--- config.mk ---
export PLATFORM = sky130hd
export DESIGN_NAME = if_stage
export DESIGN_NICKNAME = d
export VERILOG_FILES = /design/src/rtl/if_stage_pkg.sv /design/src/rtl/if_id_reg.sv /design/src/rtl/if_stage.sv
export SDC_FILE = /design/constraint.sdc
export NUM_CORES = 1
export LEC_CHECK = 0
export CAP_MARGIN = 15
export CORE_ASPECT_RATIO = 0.7
export CORE_MARGIN = 2
export CORE_UTILIZATION = 35
export DETAILED_ROUTE_END_ITERATION = 8
export PLACE_DENSITY_LB_ADDON = 0.15
export REMOVE_ABC_BUFFERS = 1
export SLEW_MARGIN = 25
export SYNTH_ARGS = -nofsm -noshare
export SYNTH_HDL_FRONTEND = slang
export SYNTH_SLANG_ARGS = --single-unit
--- constraint.sdc ---
create_clock -name clk -period 7 [get_ports clk]
set_input_delay 1.4 -clock clk [delete_from_list [all_inputs] [get_ports clk]]
set_output_delay 1.4 -clock clk [all_outputs]
set_load 0.01 [all_outputs]
--- src/rtl/if_stage_pkg.sv ---
// Shared definitions for the instruction fetch stage: NOP encoding,
// fetch FSM states and the control-transfer opcodes.
package if_stage_pkg;

  localparam logic [31:0] NOP_INSTR = 32'h0000_0013;

  localparam logic [6:0] OPC_BRANCH = 7'b1100011;
  localparam logic [6:0] OPC_JAL    = 7'b1101111;
  localparam logic [6:0] OPC_JALR   = 7'b1100111;

  typedef enum logic [1:0] {
    ST_FETCH   = 2'd0,
    ST_DISCARD = 2'd1,
    ST_HOLD    = 2'd2
  } fetch_state_e;

endpackage

--- src/rtl/if_id_reg.sv ---
// IF/ID pipeline register. Flush beats stall; without a write an unstalled
// register just drops its valid bit.
module if_id_reg
  import if_stage_pkg::*;
#(
  parameter logic [31:0] RESET_PC = 32'h0000_0000
) (
  input  logic        clk,
  input  logic        reset,
  input  logic        flush_i,
  input  logic        stall_i,
  input  logic        write_i,
  input  logic [31:0] flush_pc_i,
  input  logic [31:0] pc_i,
  input  logic [31:0] instr_i,
  output logic [31:0] pc_o,
  output logic [31:0] instr_o,
  output logic        valid_o
);

  logic [31:0] pc_q;
  logic [31:0] instr_q;
  logic        valid_q;

  always_ff @(posedge clk or posedge reset) begin
    if (reset) begin
      pc_q    <= RESET_PC;
      instr_q <= NOP_INSTR;
      valid_q <= 1'b0;
    end else if (flush_i) begin
      pc_q    <= flush_pc_i;
      instr_q <= NOP_INSTR;
      valid_q <= 1'b0;
    end else if (!stall_i) begin
      if (write_i) begin
        pc_q    <= pc_i;
        instr_q <= instr_i;
        valid_q <= 1'b1;
      end else begin
        valid_q <= 1'b0;
      end
    end
  end

  assign pc_o    = pc_q;
  assign instr_o = instr_q;
  assign valid_o = valid_q;

endmodule

--- src/rtl/if_stage.sv ---
// Instruction fetch stage: drives the instruction memory handshake, tracks
// the PC, absorbs stalls in a one-word buffer and applies redirects.
module if_stage
  import if_stage_pkg::*;
#(
  parameter logic [31:0] RESET_PC = 32'h0000_0000
) (
  input  logic        clk,
  input  logic        reset,
  output logic [31:0] instr_mem_address_o,
  output logic        instr_mem_req_o,
  input  logic        instr_mem_ack_i,
  input  logic [31:0] instr_mem_read_i,
  input  logic        stall_i,
  input  logic        branch_taken_i,
  input  logic [31:0] branch_target_i,
  input  logic        jalr_taken_i,
  input  logic [31:0] jalr_target_i,
  output logic [31:0] pc_reg_o,
  output logic [31:0] if_id_pc_o,
  output logic [31:0] if_id_instr_o,
  output logic        if_id_valid_o
);

  fetch_state_e state_q, state_d;
  logic [31:0]  pc_q, pc_d;
  logic [31:0]  addr_q, addr_d;
  logic [31:0]  buf_q, buf_d;
  logic         redirect;
  logic [31:0]  target;
  logic         ifid_write;
  logic [31:0]  ifid_instr;

  // JALR comes from an older instruction than a branch in ID, so it wins.
  assign redirect = jalr_taken_i | branch_taken_i;
  assign target   = jalr_taken_i ? jalr_target_i : branch_target_i;

  always_ff @(posedge clk or posedge reset) begin
    if (reset) begin
      state_q <= ST_FETCH;
      pc_q    <= RESET_PC;
      addr_q  <= RESET_PC;
      buf_q   <= NOP_INSTR;
    end else begin
      state_q <= state_d;
      pc_q    <= pc_d;
      addr_q  <= addr_d;
      buf_q   <= buf_d;
    end
  end

  always_comb begin
    state_d    = state_q;
    pc_d       = pc_q;
    buf_d      = buf_q;
    ifid_write = 1'b0;
    ifid_instr = instr_mem_read_i;
    addr_d     = (state_q == ST_FETCH) ? pc_q : addr_q;
    unique case (state_q)
      ST_FETCH: begin
        if (redirect) begin
          pc_d    = target;
          // With a response still outstanding, wait it out at the old address.
          state_d = instr_mem_ack_i ? ST_FETCH : ST_DISCARD;
        end else if (instr_mem_ack_i) begin
          if (stall_i) begin
            buf_d   = instr_mem_read_i;
            state_d = ST_HOLD;
          end else begin
            pc_d       = pc_q + 32'd4;
            ifid_write = 1'b1;
          end
        end
      end
      ST_HOLD: begin
        ifid_instr = buf_q;
        if (redirect) begin
          pc_d    = target;
          state_d = ST_FETCH;
        end else if (!stall_i) begin
          pc_d       = pc_q + 32'd4;
          ifid_write = 1'b1;
          state_d    = ST_FETCH;
        end
      end
      ST_DISCARD: begin
        if (redirect) pc_d = target;
        if (instr_mem_ack_i) state_d = ST_FETCH;
      end
      default: state_d = ST_FETCH;
    endcase
  end

  assign instr_mem_req_o     = (state_q != ST_HOLD);
  assign instr_mem_address_o = (state_q == ST_DISCARD) ? addr_q : pc_q;
  assign pc_reg_o            = pc_q;

  if_id_reg #(.RESET_PC(RESET_PC)) u_if_id_reg (
    .clk        (clk),
    .reset      (reset),
    .flush_i    (redirect),
    .stall_i    (stall_i),
    .write_i    (ifid_write),
    .flush_pc_i (target),
    .pc_i       (pc_q),
    .instr_i    (ifid_instr),
    .pc_o       (if_id_pc_o),
    .instr_o    (if_id_instr_o),
    .valid_o    (if_id_valid_o)
  );

endmodule

# ---- Word level (Yosys, flattened, before mapping)
# Cells that the tools add are included.
dict set report word_totals {
  regBits 163
  ram_bits 0
  mem_bits_ro 0
  mem_count 0
  latch_bits 0
  output_inout_bits 130
}
dict set report op_classes {
  n_shift 0
  n_div 0
  n_eq_ne 9
  mul 0
  reduce_logical 7
  magnitude_cmp 0
  bitwise 2
  addsub 1
  n_mux 31
}
# op count
set op_table {}
lappend op_table {{32-bit two-way mux} 14}
lappend op_table {{32-bit case mux with 3 select lines} 1}
lappend op_table {{32-bit by 3-bit adder with 32-bit output (second input constant)} 1}
lappend op_table {{2-bit two-way mux} 6}
lappend op_table {{3-bit inequality test (second input constant)} 3}
lappend op_table {{1-bit two-way mux} 8}
lappend op_table {{4-bit AND reduction} 2}
lappend op_table {{2-bit inequality test (second input constant)} 3}
lappend op_table {{2-bit case mux with 3 select lines} 1}
lappend op_table {{3-bit AND reduction} 1}
lappend op_table {{3-bit nonzero test} 1}
lappend op_table {{2-bit by 1-bit == test with 1-bit output (second input constant)} 1}
lappend op_table {{2-bit == test (second input constant)} 1}
lappend op_table {{2-bit logical NOT} 1}
lappend op_table {{2-bit by 1-bit inequality test with 1-bit output (second input constant)} 1}
lappend op_table {{1-bit case mux with 2 select lines} 1}
lappend op_table {{2-bit AND reduction} 1}
lappend op_table {{2-bit nonzero test} 1}
lappend op_table {{1-bit NOT} 1}
lappend op_table {{1-bit OR} 1}

# ---- Logic depth before layout (Yosys ltp)
dict set report depth {
  ltp_word 7
  mapped_depth 9
  mapped_depth_nobuf 6
}

# ---- Modules after synthesis
# From an unflattened synthesis, not the netlist that was laid out.
dict set report unflattened {
  cells_unflattened 792
  area_unflattened_um2 8443.1
}
# module n_inst seq_area_each_um2 cells_per_inst area_each_um2
set modules_own_cells {}
lappend modules_own_cells {if_stage 1 2456.1 508 5617.9}
lappend modules_own_cells {if_id_reg 1 1630.3 284 2825.2}

# ---- Least setup slack after synthesis
# Ideal clock, no wire load.
dict set report synth_timing {
  path_kind {in2reg}
  startpoint {in jalr_taken_i}
  endpoint {reg pc_q[15], in the netlist pc_reg_o[15]}
  path_stages 8
  setup_time_ps 137
  required_ps 6863
  setup_slack_ps 3952
  arrival_time_ps 2910
  path_buffers 4
  cell_sequence {clkbuf_1 or2_2 buf_2 nor2_1 clkbuf_1 clkbuf_1 a21oi_1 a2bb2oi_1}
}
dict set report synth_via {
  elab_chain_cells 3
}
# element line
set synth_lines {}
lappend synth_lines {{start, declared} if_stage.sv:17} ;# input logic jalr_taken_i,
lappend synth_lines {{1-bit OR / 32-bit two-way mux (equally long branches)} {if_stage.sv:35, if_stage.sv:36}}
lappend synth_lines {{3-bit inequality test (no source line) (tied with other cells)} n/a}
lappend synth_lines {{3-bit AND reduction (no source line) / 32-bit case mux with 3 select lines (equally long branches)} n/a}
lappend synth_lines {{end signal, assigned} if_stage.sv:46} ;# pc_q <= pc_d;
lappend synth_lines {{end, declared} if_stage.sv:26} ;# logic [31:0] pc_q, pc_d;
# Several ways; a longest one is shown, not always the timed one. The select of a mux whose other input is x is not followed.
# A chain may end at the register's enable or synchronous reset.

# ---- Worst setup path after layout
dict set report layout_timing {
  startpoint {reg state_q[1]}
  endpoint {out instr_mem_address_o[22]}
}
dict set report layout_via {
  elab_chain_cells 2
}
# element line
set layout_lines {}
lappend layout_lines {{start, declared} if_stage.sv:25} ;# fetch_state_e state_q, state_d;
lappend layout_lines {{start signal, assigned} if_stage.sv:45} ;# state_q <= state_d;
lappend layout_lines {{2-bit by 1-bit == test with 1-bit output} if_stage.sv:95} ;# assign instr_mem_address_o = (state_q == ST_DISCARD) ? addr_q : pc_q;
lappend layout_lines {{32-bit two-way mux} if_stage.sv:95}
lappend layout_lines {{end, declared} if_stage.sv:10} ;# output logic [31:0] instr_mem_address_o,
# Every way passes these cells.

==> metrics.yaml <==
drc_errors: 0
finalSetupViolations: 0
finalMaxSlewViolations: 0
syn_inst: 856
cts.htree.levels: 4
cp_common_cell: "nand2_1"
holdPathStages: 1
crit_path_max_fanout: 34
clock-sinks: 163
cts_root_buffer: "clkbuf_16"
first_global_vias: 6787
postRouteAntennaNets: 0
diodes: 0
rows: 47
required_ns: 5.60
p_per_area_nw_per_um2: 246
core_area_um2: 23500
die-area_um2: 25000
drt_first_pass_iters: 5
r2r_setup_slack_ns: 4.29
cp_slowest_cell: "nand2b_2"
cp-end-kind: "output port"
synth_edf_count: 0
worstHoldEndpoint: "buf_q[15]"
irDropWorstVdd_uv: 169
final_cell_mix: "230 x clkdlybuf4s50_1, 163 x nand2_1, 157 x dfrtp_1"
comb_power_share_pct: 24.4
switching_power_uw: 853
skew_ns: 0.0105
status: "finished clean"
setup_tns_ns: 0
r2r-start: "state_q[1]"
yosysUniqueCellTypes: 48
die-width_um: 188
cts_tree: "built"
path_delay_family: "simple AND/OR/NAND/NOR gates"
ys.flop_type: "dfrtp_1"
ys_seq_area_share_pct: 49.1
io_pins: 232
fmax_mhz: 252
r2r_end: "pc_reg_o[13]"
grt_max_degree: 67
grt.overflow.total: 0
hold_violations: 0
hp-class: "register to register"
worst-path-buf-inv: 1
cts_buffer_depth: 2
cp_cell_sequence: "nand2b_2 -> nand2_1 -> nand2_1 -> clkdlybuf4s50_1"
syn2layout_area_growth_pct: 38.2
synth_top_cell_area_share_pct: 47.2
p_int_mw: 1.98
ys_ff_latch: 163
final_common_cell: "clkdlybuf4s50_1"
worst_pin_slew_ns: 0.986
place_hpwl_mm: 16.6
die_h_um: 133
leakagePower_nw: 4.92
startpoint_type: "register"
path_class: "register to output port"
fin_crit_sh_pct: 56.8
via_per_inst: 5.12
synth_warnings: 0
antenna_found_initial: 0
wl_per_cell_um: 18.1
path_clk_slew_ns: 0.07
power_frac_seq_pct: 43.0
cts_hold_buf: 0
cts_resized: 0
grt_usage_pct: 20.3
p_sw_share_pct: 30.1
async_flop_share_pct: 100
syn_area_per_cell_um2: 9.72
cts_made_buffers: 17
slowest_delay_ns: 0.80
clock_latency_ns: 0.43
post-cts-setup-buffers: 0
worstHoldStart: "buf_q[15]"
drv_cap: 0
start_util_pct: 35.5
drtIter0Drc: 460
syn_area_um2: 8320
path_depth: 4
worstRegToRegCells: 5
wirelength_mm: 24.9
arrival_ns: 2.58
placed_area_um2: 10900
drive_gt1_share_pct: 14.6
grt_pass1_wl_mm: 40.0
fin_area_um2: 11500
gp_congestion: 0.759
slew-limit-headroom_pct: 34.3
rsz0062_at_grt: "false"
synth_area_leaders: "dfrtp_1 47%, mux2_2 12%, nand2_1 7.4%, mux2i_1 5.7%, nor2_1 3.3%"
port_buffers: 231
period_needed_ns: 3.98
num_vias: 7055
synth_top_area_cell: "dfrtp_1"
nNetsFinal: 1151
clkPwrFrac_pct: 32.6
final cells by class:
class	count	area, µm²
clock buffers	20	447
clock inverters	12	121
fillers	2200	12000
inverters	4	20.0
multi-input cells	617	3980
flip-flops and latches	163	4090
well taps	318	398
repair buffers	245	2450
Yosys cell counts, types with 2 or more instances:
cell       count
and3_1         5
nand4_1        9
nand3_1       17
o21bai_1       2
a22o_1         2
o22ai_1       11
and4_1         2
clkbuf_1      57
o31ai_1        4
buf_2         10
nor3_1        10
o211ai_1       4
nor2b_1        5
nor2_1        74
o22a_1         5
a2bb2oi_1      9
a22oi_1        2
mux2_2        89
or2_2          2
a21oi_1       46
or3_1          6
dfstp_2        6
dfrtp_1      157
nand2b_1       3
and2_1         2
nand2_1      163
o311ai_0       3
a31oi_1       23
inv_1          4
o21ai_0       24
buf_1          3
a211oi_1      35
mux2i_1       47
kinds of logic after synthesis:
family | share of synthesized area (%)
adders and majority gates | 0.150
AOI/OAI and AO/OA | 13.5
buffers and inverters | 3.68
DFF | 49.1
muxes | 17.7
and+or+nand+nor | 15.8
worst max-delay path by stage:
stage | slack [ns] | from | to
4_1_cts | 2.71 | state_q[0] | instr_mem_address_o[30]
2_1_floorplan | 1.20 | reset | addr_q[0]
6_report | 3.02 | state_q[1] | instr_mem_address_o[22]
3_3_place_gp | 3.06 | branch_taken_i | pc_reg_o[13]
3_5_place_dp | 3.01 | branch_taken_i | pc_reg_o[13]
5_1_grt | 2.80 | state_q[1] | instr_mem_address_o[22]
power by group through the flow:
stage	sequential, mW	clock, mW	combinational (mW)
global placement	1.23	0	0.687
global route	1.24	0.986	0.759
finish	1.22	0.923	0.691
CTS	1.22	0.950	0.698
floorplan	1.23	0	0.330
detailed placement	1.24	0	0.695
per-stage QoR:
step / worst slack, ns / power, mW / utilization, % / hold slack (ns) / std cells
2_1_floorplan: 1.20 / 1.56 / - / 0.479 / 784
3_3_place_gp: 3.06 / 1.92 / 46.4 / 0.486 / 1345
3_5_place_dp: 3.01 / 1.93 / 46.5 / 0.492 / 1346
4_1_cts: 2.71 / 2.87 / 48.9 / 0.507 / 1378
5_1_grt: 2.80 / 2.99 / 49.0 / 0.515 / 1379
6_report: 3.02 / 2.83 / 49.0 / 0.504 / 1379
metal layers:
metal | vias up | wire [µm] | GRT usage (%)
li1 | 3434 | - | -
met1 | 3403 | 12400 | 30.2
met2 | 203 | 10700 | 29.9
met3 | 15 | 1590 | 4.96
met4 | 0 | 209 | 4.24
met5 | - | 0 | 0
state kept, by name, indices dropped and copies added (netlist names):
name / count
buf_q: 32
u_if_id_reg.valid_o: 1
u_if_id_reg.instr_o: 32
u_if_id_reg.pc_o: 32
pc_reg_o: 32
addr_q: 32
state_q: 2
(Power assumes the default switching activity.)
